`config.mk`:
```
export PLATFORM = sky130hd
export DESIGN_NAME = alu_ctrl_seq
export DESIGN_NICKNAME = d
export VERILOG_FILES = /design/src/rtl/alu_ctrl_seq.sv
export SDC_FILE = /design/constraint.sdc
export NUM_CORES = 1
export LEC_CHECK = 0
export ABC_AREA = 1
export CAP_MARGIN = 0
export CORE_MARGIN = 5
export CORE_UTILIZATION = 45
export CTS_BUF_LIST = sky130_fd_sc_hd__clkbuf_8
export DETAILED_ROUTE_END_ITERATION = 10
export PLACE_DENSITY_LB_ADDON = 0.2
export SYNTH_ARGS = -nofsm -noshare
export SYNTH_HDL_FRONTEND = slang
export SYNTH_SLANG_ARGS = --single-unit
```
`constraint.sdc`:
```
create_clock -name clock -period 2 [get_ports clock]
set_input_delay 0.4 -clock clock [delete_from_list [all_inputs] [get_ports clock]]
set_output_delay 0.4 -clock clock [all_outputs]
set_load 0.005 [all_outputs]
```
`src/rtl/alu_ctrl_seq.sv`:
```
// Hardwired fetch/execute control sequencer for the DataPath's register-register ALU instructions.
// Optional macro CTRL_SEQ_MEM_WAIT_EN holds T1 until mem_rdy is sampled high.
module alu_ctrl_seq #(
  parameter int DATA_WIDTH   = 32,
  parameter int REG_COUNT    = 16,
  parameter int OPCODE_WIDTH = 5
) (
  input  logic                    clock,
  input  logic                    clear,
  input  logic                    run,
  input  logic                    mem_rdy,
  input  logic [DATA_WIDTH-1:0]   ir,
  output logic                    PCout,
  output logic                    IncPC,
  output logic                    MARin,
  output logic                    Zin,
  output logic                    Zlo_out,
  output logic                    Zhi_out,
  output logic                    PCin,
  output logic                    Read,
  output logic                    MDRin,
  output logic                    MDRout,
  output logic                    IRin,
  output logic                    Yin,
  output logic                    HIin,
  output logic                    LOin,
  output logic [REG_COUNT-1:0]    r_out,
  output logic [REG_COUNT-1:0]    r_in,
  output logic [OPCODE_WIDTH-1:0] alu_op,
  output logic                    busy,
  output logic                    done,
  output logic                    illegal,
  output logic [DATA_WIDTH-1:0]   instr_count
);

  localparam int RA_MSB = DATA_WIDTH - OPCODE_WIDTH - 1;

  localparam logic [OPCODE_WIDTH-1:0] OP_BIN_MAX = OPCODE_WIDTH'(12);
  localparam logic [OPCODE_WIDTH-1:0] OP_MUL     = OPCODE_WIDTH'(15);
  localparam logic [OPCODE_WIDTH-1:0] OP_DIV     = OPCODE_WIDTH'(16);
  localparam logic [OPCODE_WIDTH-1:0] OP_NEG     = OPCODE_WIDTH'(17);
  localparam logic [OPCODE_WIDTH-1:0] OP_NOT     = OPCODE_WIDTH'(18);

  typedef enum logic [3:0] {
    S_IDLE, S_T0, S_T1, S_T2, S_T3,
    S_BIN_T4, S_BIN_T5,
    S_UN_T4,
    S_MD_T4, S_MD_T5, S_MD_T6
  } state_t;

  typedef enum logic [1:0] {CLS_BIN, CLS_UN, CLS_MULDIV, CLS_ILL} cls_t;

  state_t                  r_state;
  state_t                  w_next_state;
  cls_t                    w_cls;
  logic [DATA_WIDTH-1:0]   r_count;
  logic [OPCODE_WIDTH-1:0] w_op;
  logic [3:0]              w_ra;
  logic [3:0]              w_rb;
  logic [3:0]              w_rc;
  logic                    w_ra_ok;
  logic                    w_rb_ok;
  logic                    w_rc_ok;
  logic                    w_unused;

  assign w_op     = ir[DATA_WIDTH-1 -: OPCODE_WIDTH];
  assign w_ra     = ir[RA_MSB -: 4];
  assign w_rb     = ir[RA_MSB-4 -: 4];
  assign w_rc     = ir[RA_MSB-8 -: 4];
  assign w_unused = ^{mem_rdy, ir[RA_MSB-12:0]};

  // A 4-bit select field can name registers beyond REG_COUNT; those make the instruction illegal.
  assign w_ra_ok = int'(w_ra) < REG_COUNT;
  assign w_rb_ok = int'(w_rb) < REG_COUNT;
  assign w_rc_ok = int'(w_rc) < REG_COUNT;

  function automatic logic [REG_COUNT-1:0] onehot(input logic [3:0] sel);
    return REG_COUNT'(1) << sel;
  endfunction

  always_comb begin
    w_cls = CLS_ILL;
    if (w_op <= OP_BIN_MAX)
      w_cls = (w_ra_ok && w_rb_ok && w_rc_ok) ? CLS_BIN : CLS_ILL;
    else if (w_op == OP_MUL || w_op == OP_DIV)
      w_cls = (w_ra_ok && w_rb_ok) ? CLS_MULDIV : CLS_ILL;
    else if (w_op == OP_NEG || w_op == OP_NOT)
      w_cls = (w_ra_ok && w_rb_ok) ? CLS_UN : CLS_ILL;
  end

  always_ff @(posedge clock) begin
    // NOTE: sequential state uses non-blocking assignments so every register samples pre-edge values.
    if (clear) begin
      r_state <= S_IDLE;
      r_count <= '0;
    end else begin
      r_state <= w_next_state;
      if (done) r_count <= r_count + DATA_WIDTH'(1);
    end
  end

  assign instr_count = r_count;
  assign busy        = (r_state != S_IDLE);

  always_comb begin
    // NOTE: every output gets a default first so no path through the case infers a latch.
    w_next_state = r_state;
    PCout   = 1'b0;  IncPC  = 1'b0;  MARin  = 1'b0;  Zin   = 1'b0;
    Zlo_out = 1'b0;  Zhi_out = 1'b0; PCin   = 1'b0;  Read  = 1'b0;
    MDRin   = 1'b0;  MDRout = 1'b0;  IRin   = 1'b0;  Yin   = 1'b0;
    HIin    = 1'b0;  LOin   = 1'b0;
    r_out   = '0;
    r_in    = '0;
    alu_op  = '0;
    done    = 1'b0;
    illegal = 1'b0;

    unique case (r_state)
      S_IDLE: if (run) w_next_state = S_T0;
      S_T0: begin
        PCout = 1'b1; IncPC = 1'b1; MARin = 1'b1; Zin = 1'b1;
        w_next_state = S_T1;
      end
      S_T1: begin
        Zlo_out = 1'b1; PCin = 1'b1; Read = 1'b1; MDRin = 1'b1;
`ifdef CTRL_SEQ_MEM_WAIT_EN
        w_next_state = mem_rdy ? S_T2 : S_T1;
`else
        w_next_state = S_T2;
`endif
      end
      S_T2: begin
        MDRout = 1'b1; IRin = 1'b1;
        w_next_state = S_T3;
      end
      S_T3: begin
        unique case (w_cls)
          CLS_BIN: begin
            r_out = onehot(w_rb); Yin = 1'b1;
            w_next_state = S_BIN_T4;
          end
          CLS_UN: begin
            r_out = onehot(w_rb); alu_op = w_op; Zin = 1'b1;
            w_next_state = S_UN_T4;
          end
          CLS_MULDIV: begin
            r_out = onehot(w_ra); Yin = 1'b1;
            w_next_state = S_MD_T4;
          end
          default: begin
            illegal      = 1'b1;
            w_next_state = S_IDLE;
          end
        endcase
      end
      S_BIN_T4: begin
        r_out = onehot(w_rc); alu_op = w_op; Zin = 1'b1;
        w_next_state = S_BIN_T5;
      end
      S_BIN_T5, S_UN_T4: begin
        Zlo_out = 1'b1; r_in = onehot(w_ra); done = 1'b1;
        w_next_state = run ? S_T0 : S_IDLE;
      end
      S_MD_T4: begin
        r_out = onehot(w_rb); alu_op = w_op; Zin = 1'b1;
        w_next_state = S_MD_T5;
      end
      S_MD_T5: begin
        Zlo_out = 1'b1; LOin = 1'b1;
        w_next_state = S_MD_T6;
      end
      S_MD_T6: begin
        Zhi_out = 1'b1; HIin = 1'b1; done = 1'b1;
        w_next_state = run ? S_T0 : S_IDLE;
      end
      default: w_next_state = S_IDLE;
    endcase
  end

endmodule
```
## Yosys cells after proc, flatten, opt, wreduce, memory -nomap -nowiden

Cells that the tools add are included.

- Register bits after elaboration: 36
- Latch bits: 0
- Bits in writable memories: 0
- Bits in read-only memories: 0
- Input bits: 36
- Output and inout port bits: 86
- Logic and storage cells: 62
- Memories kept: 0

- Add/subtract/negate cells: 1
- Multiply operators: 0
- Div/mod/pow operators: 0
- Magnitude comparators: 1
- Equality and inequality tests: 17
- Shifts and indexed selects: 3
- Muxes and demuxes: 25
- Bitwise operators: 0
- Reduce and logical (&&, ||, !) cells: 13

Operator list:

| kind | number |
|---|---|
| $pmux W16 S3 | 1 |
| $shl A1 B4 Y16 const A | 3 |
| $pmux W4 S9 | 1 |
| $add A32 B1 Y32 const B | 1 |
| $pmux W16 S2 | 1 |
| $eq A4 B3 Y1 const B | 4 |
| $mux W16 | 1 |
| $eq A5 B5 Y1 const B | 3 |
| $mux W1 | 13 |
| $eq A4 B4 Y1 const B | 3 |
| $pmux W4 S3 | 1 |
| $pmux W5 S2 | 1 |
| $reduce_or A3 Y1 | 3 |
| $eq A4 B2 Y1 const B | 2 |
| $reduce_or A2 Y1 | 4 |
| $mux W2 | 3 |
| $eq A5 B4 Y1 const B | 1 |
| $le A5 B4 Y1 const B | 1 |
| $mux W5 | 1 |
| $eq A4 B1 Y1 const B | 1 |
| $logic_not A4 Y1 | 1 |
| $mux W4 | 1 |
| $reduce_bool A4 Y1 | 1 |
| $reduce_or A4 Y1 | 1 |
| other kinds (6) | 7 |

## Depth between registers and ports, before layout

- Depth in word-level cells: 9
- Mapped depth: 10

## Worst setup path after synthesis

OpenSTA, ideal clock, no wires.

- Path kind: input port to output port
- Start: input port ir[28]
- End: output port r_out[0]
- Arrival time: 1.323 ns
- Data required time: 1.600 ns
- Setup slack: 0.277 ns
- Stages: 8
- Buffers on the path: 1
- Cells stage by stage: inv_1 > nand2_1 > o21ai_2 > buf_2 > nand2_1 > o21ai_0 > nand2_1 > o211ai_1

- Cells in the longest elaborated chain, start to end: 9
- Elaborated cells on any way between the ends: 16
- Classes of those cells: order compare (1); eq/ne (6); mux (5); reduce/logical (4)

Ends and longest elaborated chain:

| item | RTL line | source |
|---|---|---|
| from (decl) | 12 | `input logic [DATA_WIDTH-1:0] ir,` |
| $eq A5 B5 Y1 | 87 | `else if (w_op == OP_NEG \|\| w_op == OP_NOT)` |
| $logic_or A1 B1 Y1 | 87 |  |
| $mux W2 | 87 |  |
| $mux W2 | 85 | `else if (w_op == OP_MUL \|\| w_op == OP_DIV)` |
| $mux W2 (*) | 83 | `if (w_op <= OP_BIN_MAX)` |
| $eq A2 B1 Y1 / $logic_not A2 Y1 (equally long branches) | 137 | `unique case (w_cls)` |
| $reduce_or A2 Y1 (no line) | -- |  |
| $pmux W16 S2 (*) | 137 |  |
| $pmux W16 S3 (*) | 118 | `unique case (r_state)` |
| to (decl) | 27 | `output logic [REG_COUNT-1:0] r_out,` |

Mark *: on every way between the ends. The rest lies on a longest branch, timed or not.

## Worst setup path after layout

- Start: input port ir[30]
- End: output port illegal

- Cells in the longest elaborated chain, start to end: 9
- Elaborated cells on any way between the ends: 16
- Classes of those cells: order compare (1); eq/ne (6); mux (5); reduce/logical (4)

Ends and longest elaborated chain:

| item | RTL line | source |
|---|---|---|
| $eq A5 B5 Y1 | 87 |  |
| $logic_or A1 B1 Y1 | 87 |  |
| $mux W2 | 87 |  |
| $mux W2 | 85 |  |
| $mux W2 (*) | 83 |  |
| $eq A2 B2 Y1 (tied with other cells) | 137 |  |
| $reduce_or A3 Y1 (no line) (*) | -- |  |
| $mux W1 (*) | 137 |  |
| $mux W1 (*) | 118 |  |
| to (decl) | 32 | `output logic illegal,` |

Marked as above.

==> out/metrics.csv <==
stage,metric,value,unit
global_route,antenna violations before repair,0,
clock_network,Clock Tree Buf Depth,2,
logic_synthesis,Post-Syn Nets,564,
logic_synthesis,Main synth FF type,dfxtp_1,
logic_synthesis,"area leader, netlist",dfxtp_1,
die,die width,91.7,um
layout,fillers,442,
layout,Final Cell Area,5200,sq um
clock_network,Clock Latency Late Sink,0.29,ns
sta,post-route setup slack,-0.134,ns
power_and_ir_drop,LEAKAGE,0.00242,uW
global_route,first-pass GRT wire length,19000,um
sta,RSZ-0062 raised after global routing,true,
logic_synthesis,Syn Std Cell Area,3010,sq um
sta,"Slew Viols, Final",0,
routing,drt total wl,12400,um
logic_synthesis,Post-synth top cells,"nand2_1, nor2_1, inv_1, dfxtp_1",
clock_network,CTS Buf Count,5,
routing,Via density,5.54,
logic_synthesis,Mapped Cells,527,
sta,"Period Utilization, post-route",1.07,
logic_synthesis,Yosys top cell area share,0.240,
global_route,pin count of the biggest net entering global routing,23,
layout,layout cells sized above 1,0.339,
hold_path,HP Class,reg2reg,
layout,ANT cells,0,
die,Core Box Area,6420,sq um
routing,DR WL met3,839,um
die,chip height,91.7,um
layout,Synth-to-Final Area Change,73.1,%
run,# Max-Cap Violations,0,
placement,Detail Placement HPWL,8310,um
placement,IO buf count,105,
worst_setup_path,CP max FO,3,
sta,Final Critical Period,2.13,ns
logic_synthesis,#FFs+latches synth,36,
outcome,status,finished with violations,
worst_setup_path,critical path endpoint category,primary output,
placement,RePlAce Congestion,0.902,
global_route,All-Layer GR Usage,0.268,
worst_setup_path,critical path required time,1.60,ns
routing,Final ANT Viol Nets,0,
worst_setup_path,critical path data arrival time,1.73,ns
sta,fmax,0.469,GHz
layout,final net count,744,
routing,drt drc,0,
routing,Detailed Routing Iterations Pass 1,5,
die,die area,8410,sq um
sta,Hold Slack,0.513,ns
worst_setup_path,crit start category,primary input,
clock_network,clk slew on worst S/H paths,0.08,ns
die,Top Ports,122,
logic_synthesis,yosys warns,0,
logic_synthesis,share of flip-flops with an asynchronous set or reset,0,
logic_synthesis,Post-synth EDFFs,0,
routing,M1 WL,5120,um
layout,FF/Latch Area,733,sq um
logic_synthesis,top-count cell post-synth,nand2_1,
power_and_ir_drop,Worst VDD drop,0.000383,V
routing,uppermost layer routed,met4,
sta,Final setup viols,12,
routing,drt first-iter violations,372,
die,num rows,29,
sta,Least-Margin Pin Slew,0.411,ns
global_route,GR Overflow Total,0,
routing,Wirelength per Cell,15.8,um
placement,Placed Area,4560,sq um
logic_synthesis,syn avg cell area,5.70,sq um
logic_synthesis,sequential-to-total area share from yosys stat,0.240,
global_route,vias in the first global route,4034,
power_and_ir_drop,PwrDens,359,nW/um^2
sta,clock skew,0.00747,ns
logic_synthesis,"Distinct cells, synth",35,
logic_synthesis,most area-consuming cells after synthesis,"dfxtp_1, nand2_1, nor2_1",
sta,Slew Limit Headroom,0.725,
clock_network,clock sink total,36,
clock_network,H-tree lvl count,2,
worst_setup_path,critical path class,in2out,
clock_network,Root Driver,clkbuf_8,
routing,total number of vias,4345,
clock_network,CTS tree,done,
sta,final hold violations,0,
die,Initial Utilization,0.468,
outcome,failing checks,setup timing,
routing,DR WL met2,6070,um
layout,Multi-input gate area,2290,sq um
## worst max-delay path, stage by stage
cell,delay [ns]
buf_8,0.10
nand2_1,0.10
inv_2,0.07
nand3b_1,0.13
o21ai_4,0.09
buf_4,0.14
buf_4,0.12
buf_4,0.13
nor4_2,0.26
buf_2,0.19
## power by group
group	leakage, uW	internal [uW]	switching (uW)
clock network	0.0000486	275	289
logic	0.00207	273	294
registers	0.000293	724	11.5
## sequential cells by signal (all words and copies together), names as in the netlist
register	cells
instr_count	32
r_state	4
## cell type report
type	count	share of cell area
Multi-Input combinational cell	407	0.441
Timing Repair Buffer	197	0.334
Inverter	60	0.0478
Sequential cell	36	0.141
Clock buffer	6	0.0159
Clock inverter	2	0.00216
Tap cell	77	0.0185
## timing repair
item / in CTS / in global routing
endpoints found under the setup margin: 54 / 42
pin swaps: 15 / 12
buffers inserted: 16 / 5
cloned: 2 / 0
hold endpoints to repair: 0 / 0
resized for setup: 228 / 88
hold buffers: 0 / 0
## cell families after synthesis
group | count (synthesis) | synth area share
AOI/OAI and AO/OA | 68 | 0.132
xor gates and xnor gates | 5 | 0.0146
adders and majority gates | 1 | 0.00416
buffers and inverters | 84 | 0.120
DFF | 36 | 0.240
and+or+nand+nor | 333 | 0.489
## final timing paths
check	from	end	slack (ns)	cells past startpoint
max reg2reg	r_state[2]	instr_count[8]	0.13	12
min	instr_count[5]	instr_count[5]	0.51	2
min reg2reg	instr_count[5]	instr_count[5]	0.51	2
max	ir[30]	illegal	-0.13	10
## cell usage in the layout (no fill, tap or decap), drive strengths merged, types with 2 or more instances in the layout
cell type	Yosys	final
nor3	30	30
clkinvlp	0	2
buf	15	116
xor2	5	5
dlymetal6s2s	0	6
nand3b	5	5
nand2	144	144
clkbuf	9	13
a21oi	21	21
nand3	29	29
o21bai	2	2
dlygate4sd2	0	31
inv	60	60
nand4	18	18
clkdlybuf4s15	0	2
nor2	103	103
clkdlybuf4s50	0	35
o21ai	25	25
a22oi	4	4
nor4	2	2
dfxtp	36	36
o211ai	13	13
o21a	2	2
## routing by layer
metal	vias up	GRT usage
met5	-	0
met4	0	0.0804
met3	41	0.0491
met2	195	0.454
met1	2031	0.348
li1	2078	-
## per-stage QoR
step	util	total power (uW)	worst slack, ns	std cells	TNS [ns]
2_1_floorplan	-	926	0.277	527	0
3_3_place_gp	0.709	1150	-1.02	755	-25.45
3_5_place_dp	0.709	1170	-1.13	755	-28.14
4_1_cts	0.771	1790	-0.0825	781	-0.702
5_1_grt	0.810	1930	-0.171	785	-1.92
6_report	0.810	1870	-0.134	785	-0.911
(Power assumes the default switching activity.)
